### src/rtl/core_pkg.sv
// Shared definitions for the RV32 pipeline control logic.
package core_pkg;

  // Memory-wait tracking states of the hazard controller.
  typedef enum logic [1:0] {
    RUN      = 2'd0,
    MEM_WAIT = 2'd1,
    ERR      = 2'd2
  } hz_state_t;

  // Canonical NOP (addi x0, x0, 0) loaded into IF/ID on a flush.
  localparam logic [31:0] NOP_INSTR = 32'h00000013;

  // x0 is hard-wired to zero, so it can never create a data hazard.
  localparam logic [4:0] REG_ZERO = 5'd0;

endpackage

### src/rtl/hazard_ctrl_unit_sat_counter.sv
// Saturating up-counter with a synchronous clear that overrides increment.
module sat_counter #(
  parameter int W = 32
) (
  input  logic         clk,
  input  logic         reset_n,
  input  logic         clr,
  input  logic         inc,
  output logic [W-1:0] q
);

  logic [W-1:0] cnt_q;
  logic [W-1:0] cnt_d;

  // Next count: clear wins, otherwise count up until all-ones and hold.
  always_comb begin
    cnt_d = cnt_q;
    if (clr) begin
      cnt_d = '0;
    end else if (inc && (cnt_q != {W{1'b1}})) begin
      cnt_d = cnt_q + 1'b1;
    end
  end

  // Count register.
  always_ff @(posedge clk or negedge reset_n) begin
    if (!reset_n) begin
      cnt_q <= '0;
    end else begin
      cnt_q <= cnt_d;
    end
  end

  assign q = cnt_q;

endmodule

### src/rtl/hazard_ctrl_unit.sv
// Pipeline stall/flush controller: load-use, EX branch redirect and data-memory
// wait handling with a watchdog, plus saturating stall/flush counters.
module hazard_ctrl_unit
  import core_pkg::*;
#(
  parameter  int MEM_TIMEOUT = 64,
  parameter  int CNT_W       = 32,
  localparam int TO_W        = $clog2(MEM_TIMEOUT + 1)
) (
  input  logic             clk,
  input  logic             reset_n,
  input  logic [4:0]       id_rs1,
  input  logic [4:0]       id_rs2,
  input  logic             id_uses_rs1,
  input  logic             id_uses_rs2,
  input  logic [4:0]       ex_rd,
  input  logic             ex_mem_read,
  input  logic             ex_branch_taken,
  input  logic             mem_req,
  input  logic             mem_ready,
  input  logic             cnt_clear,
  output logic             pc_write_en,
  output logic             if_id_stall,
  output logic             if_id_flush,
  output logic             id_ex_stall,
  output logic             id_ex_flush,
  output logic             ex_mem_stall,
  output logic             mem_wb_flush,
  output logic             mem_timeout_err,
  output logic [CNT_W-1:0] stall_cycles,
  output logic [CNT_W-1:0] flush_events
);

  localparam logic [TO_W-1:0] TO_LIMIT = TO_W'(MEM_TIMEOUT);
  localparam logic [TO_W-1:0] TO_ONE   = TO_W'(1);

  hz_state_t       state_q, state_d;
  logic [TO_W-1:0] wd_q, wd_d;
  logic            err_q, err_d;

  logic load_use;
  logic mem_stall_run;
  logic freeze;

  assign load_use = ex_mem_read && (ex_rd != REG_ZERO) &&
                    ((id_uses_rs1 && (id_rs1 == ex_rd)) ||
                     (id_uses_rs2 && (id_rs2 == ex_rd)));

  assign mem_stall_run = mem_req && !mem_ready;

  // Whole pipe holds while memory is outstanding or after a watchdog trip.
  assign freeze = (state_q == ERR) ||
                  ((state_q == MEM_WAIT) && !mem_ready) ||
                  ((state_q == RUN) && mem_stall_run);

  // State, watchdog and sticky error registers.
  always_ff @(posedge clk or negedge reset_n) begin
    if (!reset_n) begin
      state_q <= RUN;
      wd_q    <= '0;
      err_q   <= 1'b0;
    end else begin
      state_q <= state_d;
      wd_q    <= wd_d;
      err_q   <= err_d;
    end
  end

  // Next-state logic for the memory-wait tracker and its watchdog.
  always_comb begin
    state_d = state_q;
    wd_d    = wd_q;
    err_d   = err_q;
    unique case (state_q)
      RUN: begin
        if (mem_stall_run) begin
          state_d = MEM_WAIT;
          wd_d    = TO_ONE;
        end
      end
      MEM_WAIT: begin
        if (mem_ready) begin
          state_d = RUN;
          wd_d    = '0;
        end else if (wd_q == TO_LIMIT) begin
          state_d = ERR;
          err_d   = 1'b1;
        end else begin
          wd_d = wd_q + 1'b1;
        end
      end
      ERR: begin
        err_d = 1'b1;
      end
      default: begin
        state_d = RUN;
      end
    endcase
  end

  // Control outputs: freeze beats branch flush beats load-use bubble.
  always_comb begin
    pc_write_en  = 1'b1;
    if_id_stall  = 1'b0;
    if_id_flush  = 1'b0;
    id_ex_stall  = 1'b0;
    id_ex_flush  = 1'b0;
    ex_mem_stall = 1'b0;
    mem_wb_flush = 1'b0;
    if (!reset_n) begin
      pc_write_en = 1'b1;
    end else if (freeze) begin
      pc_write_en  = 1'b0;
      if_id_stall  = 1'b1;
      id_ex_stall  = 1'b1;
      ex_mem_stall = 1'b1;
      mem_wb_flush = 1'b1;
    end else if (ex_branch_taken) begin
      // The ID instruction is on the wrong path, so its hazard is moot.
      if_id_flush = 1'b1;
      id_ex_flush = 1'b1;
    end else if (load_use) begin
      pc_write_en = 1'b0;
      if_id_stall = 1'b1;
      id_ex_flush = 1'b1;
    end
  end

  assign mem_timeout_err = err_q;

  sat_counter #(.W(CNT_W)) u_stall_cnt (
    .clk     (clk),
    .reset_n (reset_n),
    .clr     (cnt_clear),
    .inc     (!pc_write_en),
    .q       (stall_cycles)
  );

  sat_counter #(.W(CNT_W)) u_flush_cnt (
    .clk     (clk),
    .reset_n (reset_n),
    .clr     (cnt_clear),
    .inc     (if_id_flush),
    .q       (flush_events)
  );

endmodule

### config.mk
export PLATFORM = sky130hd
export DESIGN_NAME = hazard_ctrl_unit
export DESIGN_NICKNAME = d
export VERILOG_FILES = /design/src/rtl/core_pkg.sv /design/src/rtl/hazard_ctrl_unit_sat_counter.sv /design/src/rtl/hazard_ctrl_unit.sv
export SDC_FILE = /design/constraint.sdc
export NUM_CORES = 1
export LEC_CHECK = 0
export BUFFER_PORTS_ARGS = -buffer_cell sky130_fd_sc_hd__buf_2
export CAP_MARGIN = 10
export CORE_ASPECT_RATIO = 1.25
export CORE_MARGIN = 4
export CORE_UTILIZATION = 28
export CTS_BUF_LIST = sky130_fd_sc_hd__clkbuf_4
export DETAILED_ROUTE_END_ITERATION = 7
export PLACE_DENSITY = 0.5
export SLEW_MARGIN = 30
export SYNTH_ARGS = -nofsm -noshare
export SYNTH_HDL_FRONTEND = slang
export SYNTH_HIERARCHICAL = 1
export SYNTH_SLANG_ARGS = --single-unit
### constraint.sdc
create_clock -name clk -period 2.4 [get_ports clk]
set_input_delay 0 -clock clk [delete_from_list [all_inputs] [get_ports clk]]
set_output_delay 0 -clock clk [all_outputs]
set_load 0.005 [all_outputs]
-- After elaboration in Yosys (flattened, before gate mapping)
Cells that the tools add are included.
- $add $sub $neg: 3
- multipliers: 0
- div/mod/pow operators: 0
- order comparisons: 0
- equality and inequality tests: 12
- shifts and indexed selects: 0
- muxes and demuxes: 31
- bitwise operators: 1
- reduce and logical (&&, ||, !) cells: 23
- operator list (operator ; number):
    32-bit two-way mux ; 4
    32-bit by 1-bit adder with 32-bit output, second input constant ; 2
    32-bit inequality test, second input constant ; 2
    7-bit two-way mux ; 3
    1-bit two-way mux ; 18
    7-bit case mux with 2 select lines ; 1
    5-bit equality test ; 2
    1-bit logical AND ; 9
    3-bit AND reduction ; 3
    2-bit nonzero test ; 4
    7-bit by 1-bit adder with 7-bit output, second input constant ; 1
    7-bit equality test, second input constant ; 1
    2-bit two-way mux ; 3
    2-bit case mux with 3 select lines ; 1
    5-bit nonzero test ; 1
    2-bit inequality test, second input constant ; 2
    1-bit logical OR ; 3
    3-bit by 2-bit inequality test with 1-bit output, second input constant ; 1
    3-bit inequality test, second input constant ; 1
    2-bit by 1-bit equality test with 1-bit output, second input constant ; 1
    2-bit equality test, second input constant ; 1
    1-bit zero test ; 2
    2-bit zero test ; 1
    2-bit by 1-bit inequality test with 1-bit output, second input constant ; 1
    2 further kinds ; 2
- flip-flop bits (word level): 74
- bits in latches: 0
- bits in writable memories: 0
- ROM bits: 0
- input bits: 24
- output and inout bits: 72
- word-level logic and storage cells: 75
- memories: 0

-- Logic depth before layout (Yosys ltp)
Gate-level depths: netlist (run 1).
- depth after elaboration: 12
- mapped depth: 11
- depth with buffers taken out: 9

-- Cells and area by module
The synthesis (run 1) kept the hierarchy.
- by module, submodules not included (module ; instances ; cells each ; area an instance (um^2) ; sequential area each (um^2)):
    sat_counter ; 2 ; 198 ; 1854.3 ; 800.8
    hazard_ctrl_unit ; 1 ; 88 ; 763.2 ; 250.2

-- Worst setup path before layout (run 1)
OpenSTA, ideal clock, no wires.
- path kind: reg-to-reg
- start: reg state_q[1]
- end: reg u_stall_cnt.cnt_q[31] (netlist: u_stall_cnt/q[31])
- arrival: 2.342 ns
- setup slack: -0.067 ns
- stages on the path, launching flop included: 11
- path buffers: 1
- period minus slack after synthesis: 2.467 ns
- cell sequence: dfrtp_1 -> nor2_1 -> o21ai_0 -> a21bo_2 -> o31ai_1 -> and3_1 -> nand4_1 -> a21o_1 -> buf_2 -> nor4_1 -> mux2_2
- longest elaborated chain between the ends: 9
- elaborated cells between the ends (all ways): 12
- RTL lines (item ; RTL line ; source):
    start, declared ; hazard_ctrl_unit.sv:37 ; hz_state_t state_q, state_d;
    start signal, assigned ; hazard_ctrl_unit.sv:63 ; state_q <= state_d;
    2-bit by 1-bit equality test with 1-bit output ; hazard_ctrl_unit.sv:53 ; ((state_q == MEM_WAIT) && !mem_ready) ||
    1-bit logical AND ; hazard_ctrl_unit.sv:53 ;
    1-bit logical OR ; hazard_ctrl_unit.sv:52 ; assign freeze = (state_q == ERR) ||
    1-bit logical OR (*) ; hazard_ctrl_unit.sv:53 ;
    1-bit two-way mux (*) ; hazard_ctrl_unit.sv:112 ; end else if (freeze) begin
    1-bit two-way mux (*) ; hazard_ctrl_unit.sv:110 ; if (!reset_n) begin
    1-bit zero test (*) ; hazard_ctrl_unit.sv:135 ; .inc (!pc_write_en),
    1-bit logical AND (*) ; hazard_ctrl_unit_sat_counter.sv:20 ; end else if (inc && (cnt_q != {W{1'b1}})) begin
    2-bit nonzero test (no line) (*) ; - ;
    end signal, assigned ; hazard_ctrl_unit_sat_counter.sv:30 ; cnt_q <= cnt_d;
    end, declared ; hazard_ctrl_unit_sat_counter.sv:12 ; logic [W-1:0] cnt_q;
Mark *: on every way between the ends. The rest lies on a longest branch, timed or not.
A chain may end at the register's enable or synchronous reset.

-- Final worst setup path (run 1)
Ends and elaborated chain as after synthesis.

==> impl_metrics.yaml, run 1 <==
worst_setup_path:
  critPathCapture: "u_stall_cnt/q[31]$_DFFE_PN0P_"
  worstSetupPathType: "flip-flop to flip-flop"
  reg2reg_depth: 9
  arrival_ns: 2.63
  rr_startpoint: "state_q[1]$_DFFE_PN0P_"
  reg2reg_setup_slack_ns: 0.1
  critPathMaxFanout: 7
  cp-start-kind: "flip-flop"
  rr_endpoint: "u_stall_cnt/q[31]$_DFFE_PN0P_"
  cp_data_required_time_ns: 2.73
  end_kind: "flip-flop"
  crit_path_start: "state_q[1]$_DFFE_PN0P_"
logic_synthesis:
  synth.avg_cell_area_um2: 9.24
  syn_nets: 512
  synth-seq-cells: 74
  synth_edf_count: 0
  netlist_instances: 484
  syn_area_um2: 4470
  synth.distinct_cells: 52
  synth_top_area_frac: 0.414
  async_flop_share: 1.00
  yosysTopAreaCell: "dfrtp_1"
  yosys_warnings: 6
  synth.area.top_cells: "dfrtp_1 41%, nor2_1 4.6%, xnor2_1 4.3%"
  synthFlopType: "dfrtp_1"
  synth_seq_area_share: 0.414
cts:
  clock_latency_ns: 0.44
  cts_buffers: 9
  clock-root-buffer: "clkbuf_4"
  h-tree-depth: 3
  cts.sinks: 74
  cts.path.max_buffers: 2
  cts_tree: "built"
  cts.reportedPaths.clkPinSlew_ns: 0.14
route:
  routed_wl_mm: 12.5
  wire_per_inst_um: 15.2
  viasPerCell: 4.97
  ant_nets: 0
  drcViolationCount: 0
  drtIter0Drc: 217
  vias: 4113
  dr.pass1.iters: 4
finish:
  seq_area_um2: 1850
  final_common_cell: "buf_2"
  syn_to_final_growth_pct: 26.4
  nets: 639
  n_antenna_cell: 0
  num-fill-cells: 1620
  drive_gt1_frac: 0.310
  layout_common_cells: "94 x buf_2, 73 x dfrtp_1, 54 x nor2_1"
  multi_input_comb_area_um2: 2560
global_routing:
  grt_overflow: 0
  grt_pass1_wl_mm: 20.6
  antenna_found_initial: 0
  first_global_vias: 4115
  grt_max_degree: 50
  track_usage: 0.142
power_and_ir_drop:
  combinationalPowerShare: 0.105
  p_switching_mw: 0.628
  peakVddDrop_mv: 0.245
  p_clk_frac: 0.311
  cellInternalPower_mw: 1.57
  swShare: 0.286
  power_density_nw_per_um2: 388
  seqPwrFrac: 0.584
  p_leak_nw: 2.53
  p_total_mw: 2.19
sta:
  maxSlewViolCount: 0
  hold_viol: 0
  final.min_clock_period_ns: 2.30
  setup_viol: 0
  period_share: 0.959
  fmax_mhz: 434
  tns_ns: 0
  slew_headroom: 0.540
  worst_slew_pin_slew_ns: 0.684
  clock_skew_ns: 0.0255
job:
  cap_violations: 0
floorplanning:
  die_w_um: 121
  rows: 51
  die_h_um: 149
  num_io_pins: 96
  die-area_um2: 18100
  initial_core_util: 0.286
  core_um2: 15600
placement:
  gp_congestion: 0.817
  io_buffers: 95
  hpwl_mm: 9.10
run_status:
  status: "finished clean"
hold_path:
  hold_path.class: "input port to asynchronous set/reset pin"
[power groups by stage]
stage	clock network [mW]	logic (mW)	registers [mW]
3_3_place_gp	0	0.213	1.30
6_report	0.682	0.231	1.28
3_5_place_dp	0	0.218	1.31
5_1_grt	0.782	0.261	1.29
4_1_cts	0.733	0.229	1.28
2_1_floorplan	0	0.112	1.30
[how the worst min path moves through the flow]
stage                                          to  depth (start not counted)
floorplan             mem_timeout_err$_DFFE_PN0P_                          0
global placement     u_flush_cnt/q[0]$_DFFE_PN0P_                          1
detailed placement    mem_timeout_err$_DFFE_PN0P_                          1
CTS                 u_flush_cnt/q[29]$_DFFE_PN0P_                          3
global route         u_flush_cnt/q[5]$_DFFE_PN0P_                          3
finish               u_flush_cnt/q[5]$_DFFE_PN0P_                          3
[cell usage after synthesis (all sizes together) (10+ instances only)]
library cell   n
dfrtp         74
nor2          55
nand2         30
nand3         29
a21oi         28
xnor2         22
inv           19
nor4          18
and3          16
nand4         15
xor2          15
o21ai         14
mux2          12
nor2b         12
or3           12
a211oi        10
buf           10
[registers in the layout (all words and copies together) (netlist names)]
name / cells
u_stall_cnt/q: 32
state_q: 2
u_flush_cnt/q: 32
wd_q: 7
mem_timeout_err: 1
[cells by family (layout without fill, tap and decap cells)]
group           count (synthesis)  count (layout)  share of synthesized area
compound gates                 86              87                      0.132
xor+xnor                       37              37                     0.0725
flops                          74              74                      0.414
buf+inv                        37             168                     0.0375
fa+ha+maj                       4               4                     0.0112
simple gates                  232             232                      0.297
mux                            14              14                     0.0364
[layout make-up]
cell class                      instances  area share
Clock inverter                          7     0.00819
Sequential cell                        74       0.328
Inverter                               19      0.0126
Multi-Input combinational cell        374       0.453
Timing Repair Buffer                  133       0.140
Tap cell                              212      0.0469
Clock buffer                            9      0.0120
[timing repair]
action / 4_1_cts / 5_1_grt
gates cloned: 1 / 0
setup buffers: 0 / 3
hold buffers: 6 / 0
pin swaps: 3 / 5
hold endpoints to repair: 49 / 0
gates resized for setup: 6 / 12
setup endpoints to repair: 11 / 20
[worst max-delay path, cell delays in order, from the launching register on]
cell	delay, ns
dfrtp_2	0.47
nor2_4	0.13
o21ai_2	0.06
a21bo_2	0.23
o31ai_4	0.08
and3_4	0.23
nand4_1	0.14
a21o_4	0.28
nor4_4	0.25
mux2_2	0.35
[per-stage QoR]
stage               worst slack, ns  std cells  utilization  hold slack (ns)  area [µm²]
floorplan                   0.00292        484            -           -0.296        4480
global placement             -0.186        802        0.343           -0.139        5360
detailed placement           -0.332        802        0.343           -0.137        5360
CTS                          0.0283        825        0.356            0.181        5570
global route               -0.00945        828        0.362            0.201        5650
finish                       0.0977        828        0.362            0.200        5650
[metal layers]
layer	track usage	share of wire
met4	0.0431	0.010
met2	0.249	0.53
met1	0.170	0.42
met5	0	0
met3	0.0364	0.044
Note: power is estimated with default switching activity, not from simulation.
==> run 2, diff against run 1 <==
--- a/config.mk
+++ b/config.mk
@@ -9,10 +9,11 @@
 export CAP_MARGIN = 10
 export CORE_ASPECT_RATIO = 1.25
 export CORE_MARGIN = 4
-export CORE_UTILIZATION = 28
+export CORE_UTILIZATION = 51
 export CTS_BUF_LIST = sky130_fd_sc_hd__clkbuf_4
 export DETAILED_ROUTE_END_ITERATION = 7
-export PLACE_DENSITY = 0.5
+export HOLD_SLACK_MARGIN = 0.15
+export PLACE_DENSITY = 0.78
 export SLEW_MARGIN = 30
 export SYNTH_ARGS = -nofsm -noshare
 export SYNTH_HDL_FRONTEND = slang
==> run 2 against run 1 <==
  * The run now ends with negative setup slack left
  * Setup slack got worse by 0.12 ns
  * Via count grew 0.97%
  * Sequential power hardly changed
  * Non-clock buffer count decreased by 7
  * Critical path type unchanged
  * Largest power group unchanged
==> impl_metrics.yaml, run 2 (synthesis results as in run 1) <==
run_status:
  status: "finished with violations"
  violations: "negative setup slack"
sta:
  holdWs_ns: 0.256
  worst_slew_pin_slew_ns: 0.641
  maxSlewViolCount: 0
  rsz0062_at_grt: "true"
  tns_ns: -0.0407
  hold_viol: 0
  slew_headroom: 0.572
  clock_skew_ns: 0.0170
  final.min_clock_period_ns: 2.42
  period_share: 1.01
  finalWorstSetupSlack_ns: -0.0193
  setup_viol: 4
  fmax_mhz: 413
finish:
  nets: 632
  final_area_um2: 5540
  multi_input_comb_area_um2: 2530
  syn_to_final_growth_pct: 24.0
  finalNonFillerCells: 725
  final_util: 0.661
  num-fill-cells: 697
  seq_area_um2: 1850
  drive_gt1_frac: 0.303
  layout_common_cells: "94 x buf_2, 73 x dfrtp_1, 54 x nor2_1"
  final_common_cell: "buf_2"
  n_antenna_cell: 0
floorplanning:
  core_um2: 8380
  initial_core_util: 0.534
  num_io_pins: 96
  die-area_um2: 10300
  die_h_um: 113
  die_w_um: 91.8
  rows: 37
route:
  dr.pass1.iters: 5
  ant_nets: 0
  viasPerCell: 5.73
  wire_per_inst_um: 15.6
  vias: 4153
  drtIter0Drc: 266
  drcViolationCount: 0
  routed_wl_mm: 11.3
global_routing:
  antenna_found_initial: 0
  grt_pass1_wl_mm: 18.9
  grt_overflow: 0
  first_global_vias: 4122
  grt_max_degree: 81
  track_usage: 0.218
worst_setup_path:
  cp_data_required_time_ns: 2.72
  path_delay_family: "simple AND/OR/NAND/NOR gates"
  end_kind: "flip-flop"
  cp-start-kind: "flip-flop"
  worstSetupPathType: "flip-flop to flip-flop"
  cpPeakStageDelay_ns: 0.48
  cpMaxStageDelayCell: "dfrtp_2"
  arrival_ns: 2.74
  crit_path_cell_trace: "nor2_2, o21ai_1, a21bo_2, o31ai_2, and3_1, nand4_1, a21o_4, nor4_2, mux2_2"
  critical_path_buf_inv_count: 0
  critPathMaxFanout: 6
placement:
  gp_congestion: 0.880
  io_buffers: 95
  placed_cells_incl_taps: 701
  place_ws_ns: -0.148
  dpl_cell_area_um2: 5190
  hpwl_mm: 7.98
power_and_ir_drop:
  peakVddDrop_mv: 0.313
  p_clk_frac: 0.420
  seqPwrFrac: 0.496
  swShare: 0.234
  cellInternalPower_mw: 1.98
  combinationalPowerShare: 0.084
  p_leak_nw: 2.57
  power_density_nw_per_um2: 465
  p_total_mw: 2.58
  p_switching_mw: 0.605
cts:
  cts_buffers: 9
  cts_tree: "built"
  cts.sinks: 74
  clock-root-buffer: "clkbuf_4"
  cts.path.max_buffers: 2
  clock_latency_ns: 0.43
  cts.reportedPaths.clkPinSlew_ns: 0.13
  h-tree-depth: 3
job:
  cap_violations: 0
hold_path:
  hold_path.class: "input port to asynchronous set/reset pin"
==> run 2: changes by cell type in the layout (fill, tap and decap cells not counted), moves of 2 or more <==
cell,change
bufinv_16,+4
clkinv_4,-3
buf_4,-7
nor4_1,+2
nor4_2,-3
clkinv_1,-2
==> run 2: path summary, 6_finish.rpt <==
check / from / endpoint / slack, ns / cells after the start
worst max-delay path: state_q[1]$_DFFE_PN0P_ / u_stall_cnt/q[27]$_DFFE_PN0P_ / -0.02 / 9
worst min-delay path: reset_n / mem_timeout_err$_DFFE_PN0P_ / 0.26 / 3
worst max register to register: state_q[1]$_DFFE_PN0P_ / u_stall_cnt/q[27]$_DFFE_PN0P_ / -0.02 / 9
worst min register to register: mem_timeout_err$_DFFE_PN0P_ / mem_timeout_err$_DFFE_PN0P_ / 0.50 / 1
max in group asynchronous: reset_n / u_flush_cnt/q[26]$_DFFE_PN0P_ / 1.42 / 4
min in group clk: ex_branch_taken / u_flush_cnt/q[4]$_DFFE_PN0P_ / 0.26 / 5
==> run 2: layout make-up <==
type | count | area share
clock inverter | 6 | 0.0235
tap | 117 | 0.0264
clock buffer | 9 | 0.0122
sequential | 74 | 0.334
multi-input combinational | 374 | 0.457
timing repair buffer | 126 | 0.133
inverter | 19 | 0.0129
==> run 2: power groups by stage <==
stage | Clock, mW | Combinational (mW) | Sequential [mW]
final | 1.08 | 0.217 | 1.28
after global routing | 1.17 | 0.244 | 1.28
after CTS | 1.11 | 0.216 | 1.28
after detailed placement | 0 | 0.209 | 1.30
after global placement | 0 | 0.201 | 1.30
after floorplan | 0 | 0.112 | 1.30
==> run 2: repair_timing <==
action | 4_1_cts | 5_1_grt
endpoints found under the setup margin | 6 | 17
hold endpoints to repair | 131 | 0
pin swaps | 0 | 6
hold buffers | 5 | 0
resized for setup | 3 | 13
gates cloned | 0 | 1
setup buffers | 0 | 3
==> run 2: routing by layer <==
metal | vias up | track usage | wire length, µm
li1 | 1991 | - | -
met4 | 0 | 0.0634 | 148
met5 | - | 0 | 0
met3 | 17 | 0.0485 | 490
met1 | 2035 | 0.257 | 4620
met2 | 110 | 0.397 | 6060
==> run 2: worst reg2reg max path: stages (launching register included) <==
cell and delay (ns):
dfrtp_2 0.48, nor2_2 0.11, o21ai_1 0.10, a21bo_2 0.21
o31ai_2 0.08, and3_1 0.24, nand4_1 0.18, a21o_4 0.29
nor4_2 0.25, mux2_2 0.37
